**config.mk**
```make
export PLATFORM = sky130hd
export DESIGN_NAME = demux_1_to_4_nb
export DESIGN_NICKNAME = d
export VERILOG_FILES = /design/src/rtl/demux_1_to_4_nb.sv
export SDC_FILE = /design/constraint.sdc
export NUM_CORES = 1
export LEC_CHECK = 0
export ABC_CLOCK_PERIOD_IN_PS = 1100
export CAP_MARGIN = 20
export CORE_AREA = 2 2 49 51
export DETAILED_ROUTE_END_ITERATION = 8
export DIE_AREA = 0 0 51 53
export GPL_TIMING_DRIVEN = 0
export PLACE_DENSITY = 0.75
export REMOVE_ABC_BUFFERS = 1
export SKIP_LAST_GASP = 1
export SYNTH_ARGS = -nofsm -noshare
export SYNTH_HDL_FRONTEND = slang
export SYNTH_SLANG_ARGS = --single-unit
```
**constraint.sdc**
```tcl
create_clock -name clk -period 1.1 [get_ports clk]
set_input_delay 0.11 -clock clk [delete_from_list [all_inputs] [get_ports clk]]
set_output_delay 0.11 -clock clk [all_outputs]
set_load 0.01 [all_outputs]
```
**src/rtl/demux_1_to_4_nb.sv**
```systemverilog
// Buffered 1-to-4 demultiplexer: one handshaked input stream routed into four one-entry channels.
// Optional DEMUX_ROUND_ROBIN_EN: destination comes from an internal rotating pointer instead of S.
module demux_1_to_4_nb #(
  parameter int unsigned N = 4
) (
  input  logic         clk,
  input  logic         rst,
  input  logic [N-1:0] X,
  input  logic [1:0]   S,
  input  logic         in_valid,
  output logic         in_ready,
  output logic [N-1:0] A,
  output logic [N-1:0] B,
  output logic [N-1:0] C,
  output logic [N-1:0] D,
  output logic [3:0]   valid,
  input  logic [3:0]   ack
);

  localparam int unsigned NCH = 4;

  typedef enum logic {
    EMPTY = 1'b0,
    FULL  = 1'b1
  } chan_state_e;

  chan_state_e  state_q [NCH];
  chan_state_e  state_d [NCH];
  logic [N-1:0] data_q  [NCH];
  logic [N-1:0] data_d  [NCH];
  logic [1:0]   dest;
  logic         wr_fire;

`ifdef DEMUX_ROUND_ROBIN_EN
  logic [1:0] ptr_q;
  logic [1:0] ptr_d;

  assign dest = ptr_q;

  // Pointer only moves on an accepted word, so a stalled channel holds the stream.
  always_comb begin
    ptr_d = ptr_q;
    if (wr_fire) ptr_d = ptr_q + 2'd1;
  end

  always_ff @(posedge clk) begin
    if (rst) ptr_q <= 2'd0;
    else     ptr_q <= ptr_d;
  end
`else
  assign dest = S;
`endif

  always_comb begin
    valid = '0;
    for (int unsigned k = 0; k < NCH; k++) valid[k] = (state_q[k] == FULL);
  end

  // A full channel can still accept when its consumer drains it in the same cycle.
  always_comb begin
    in_ready = ~valid[dest] | ack[dest];
    wr_fire  = in_valid & in_ready;
  end

  always_comb begin
    for (int unsigned k = 0; k < NCH; k++) begin
      state_d[k] = state_q[k];
      data_d[k]  = data_q[k];
      case (state_q[k])
        EMPTY: begin
          if (wr_fire && (dest == 2'(k))) begin
            state_d[k] = FULL;
            data_d[k]  = X;
          end
        end
        FULL: begin
          if (wr_fire && (dest == 2'(k))) begin
            state_d[k] = FULL;
            data_d[k]  = X;
          end else if (ack[k]) begin
            state_d[k] = EMPTY;
          end
        end
        default: state_d[k] = EMPTY;
      endcase
    end
  end

  always_ff @(posedge clk) begin
    if (rst) begin
      for (int unsigned k = 0; k < NCH; k++) begin
        state_q[k] <= EMPTY;
        data_q[k]  <= '0;
      end
    end else begin
      for (int unsigned k = 0; k < NCH; k++) begin
        state_q[k] <= state_d[k];
        data_q[k]  <= data_d[k];
      end
    end
  end

  assign A = data_q[0];
  assign B = data_q[1];
  assign C = data_q[2];
  assign D = data_q[3];

endmodule

```
==> impl_metrics.toml <==
[yosys]
async_flop_share_pct = 0
ys.warnings.count = 0
synthSimpleGateAreaFrac_pct = 25.4
synth_area_per_cell_sq_um = 11.2
yosysTopAreaCellShare_pct = 45.8
synth_common_cells = "23 x nand2b_1, 20 x dfxtp_1, 16 x mux2i_1"
synth_most_common_cell = "nand2b_1"
synth_seq_cells = 20
ys_top_cells_by_area = "dfxtp_1 46%, mux2i_1 18%, nand2b_1 16%"
synth_mux_area_share_pct = 20.9
yosysTopAreaCell = "dfxtp_1"
synth_edf_count = 0
synth_top_family_by_area = "simple AND/OR/NAND/NOR gates"
syn_inst = 78
ys.flop_type = "dfxtp_1"
seq_area_frac_synth_pct = 45.8
synth_cell_types = 14
netlist_area_sq_um = 873
yosys.area_share.adder_pct = 0
synth_compound_area_share_pct = 2.29
yosys.area_share.xor_xnor_pct = 0

[cells_and_area]
final_cell_area_sq_um = 1220
area_delta_synth_final_pct = 40.1
diodes = 0
finalNetCount = 125
layout-drive-gt1-share_pct = 14.5

[timing]
tightest_slew_ns = 0.617
clock.fmax_ghz = 0.707
rsz0062_at_grt = "true"
final_max_slew_viol_count = 0
final-hold-violation-count = 0
relSlewSlack_pct = 58.9
setup_slack_ns = -0.315
period_needed_ns = 1.41
setup_viol = 1
setup-tns-final_ns = -0.315
skew_ns = 0.00261
timing.final.crit_share_pct = 129

[clock_tree]
cts_sinks = 20
cts_htree_levels = 1
clkLatencyLatePin_ns = 0.28
numCtsBuffers = 3
clk_path_buf_depth = 2
clockRootBuffer = "clkbuf_4"
path_clk_slew_ns = 0.09
cts_tree = "yes"
hold_buffers = 0

[critical_path]
startpoint_type = "register"
worstPathRequired_ns = 0.99
r2r_start = "state_q[3]$_SDFF_PP0_"
crit_start = "state_q[3]$_SDFF_PP0_"
worstPathArrival_ns = 1.30
end_kind = "output pin"
crit_type = "reg2out"
path_max_fanout = 4

[job]
cap_violations = 0

[global_route]
overflow = 0
grt_pass1_vias = 618
grt_pass1_wl_microns = 2710
antenna_found_initial = 0
grt_max_degree = 25
grtUsageTotal_pct = 13.8

[placed_design]
dp_hpwl_microns = 1180
place_ws_ns = -0.741
gp_congestion = 0.713
numPortBuffers = 33
placed_cell_area_sq_um = 1190

[routing]
drt_wl_total_microns = 1680
avgViaCountPerCell = 4.70
via_count = 648
firstDrtPassIters = 4
drc = 0
dr.first_iter.drc_count = 11
ant_nets = 0
wl_per_cell_microns = 12.2

[floorplanning]
ios = 34
num_rows = 17
core-area_sq_um = 2150
die_w_microns = 51
die_h_microns = 53
die_area_sq_um = 2700
start_util_pct = 40.7

[power]
p_per_area_nw_per_um2 = 1040
power_leakage_nw = 0.602
vdd_ir_drop_max_v = 0.000543
power.total_w = 0.00127

[run_status]
outcome = "finished, violations left"
violations = "negative setup slack"

[min_path]
worstHoldStart = "S[1]"
hold_class = "in2reg"
==> logic make-up after synthesis <==
| logic type | count (synthesis) |
|---|---|
| muxes | 17 |
| AOI/OAI and AO/OA | 4 |
| buffers and inverters | 7 |
| DFF | 20 |
| and+or+nand+nor | 30 |
==> layout by cell type, fill, tap and decap left out, drive strengths merged <==
cell and n:
nand2 1, nand4 1, clkdlybuf4s50 10, nand4b 2, mux2i 16, and4 1
nor3b 1, clkbuf 3, a21oi 4, dfxtp 20, buf 4, mux4 1
nand2b 24, dlygate4sd2 22
==> power breakdown <==
part | internal [W] | total (W) | switching (W)
Clock | 0.000127 | 0.000317 | 0.000190
Sequential | 0.000750 | 0.000762 | 0.0000116
Combinational | 0.000111 | 0.000194 | 0.0000837
==> layout make-up <==
type	count	area [sq um]
Multi-Input combinational cell	51	442
Sequential cell	20	404
Tap cell	28	35.0
Fill cell	188	925
Timing Repair Buffer	36	320
Clock buffer	3	22.5
==> critical path, stage by stage, from the launching register on <==
cell      delay [ns]
dfxtp_2         0.36
nand2b_4        0.06
mux4_2          0.45
buf_2           0.15
==> sequential cells by signal (all words and copies together), names as in the netlist <==
register	flops
state_q	4
data_q	16
==> worst paths after layout <==
kind / end / slack [ns] / depth (start not counted)
max: in_ready / -0.31 / 3
min: state_q[3]$_SDFF_PP0_ / 0.44 / 3
max reg2reg: data_q[0][12]$_SDFFE_PP0P_ / 0.09 / 3
min reg2reg: data_q[0][8]$_SDFFE_PP0P_ / 0.48 / 2
==> layer usage <==
metal / GRT usage [%] / vias to the layer above / part of all wire, %
met4: 6.76 / 0 / 0.83
met3: 3.39 / 2 / 8.6
met2: 24.0 / 23 / 45
met5: 0 / - / 0
met1: 15.7 / 295 / 45
li1: - / 328 / -
==> metrics by stage <==
| stage | cells | hold WS, ns | util [%] |
|---|---|---|---|
| after global placement | 132 | 0.460 | 55.4 |
| final | 138 | 0.435 | 57.0 |
| after CTS | 138 | 0.397 | 56.0 |
| after global routing | 138 | 0.465 | 57.0 |
| after floorplan | 71 | 0.179 | - |
| after detailed placement | 132 | 0.467 | 55.4 |
==> what timing repair did <==
item / 4_1_cts / 5_1_grt
gates resized for setup: 27 / 4
endpoints found under the setup margin: 37 / 10
pin swaps: 0 / 0
buffers inserted: 3 / 0
Note: power is estimated with default switching activity, not from simulation.
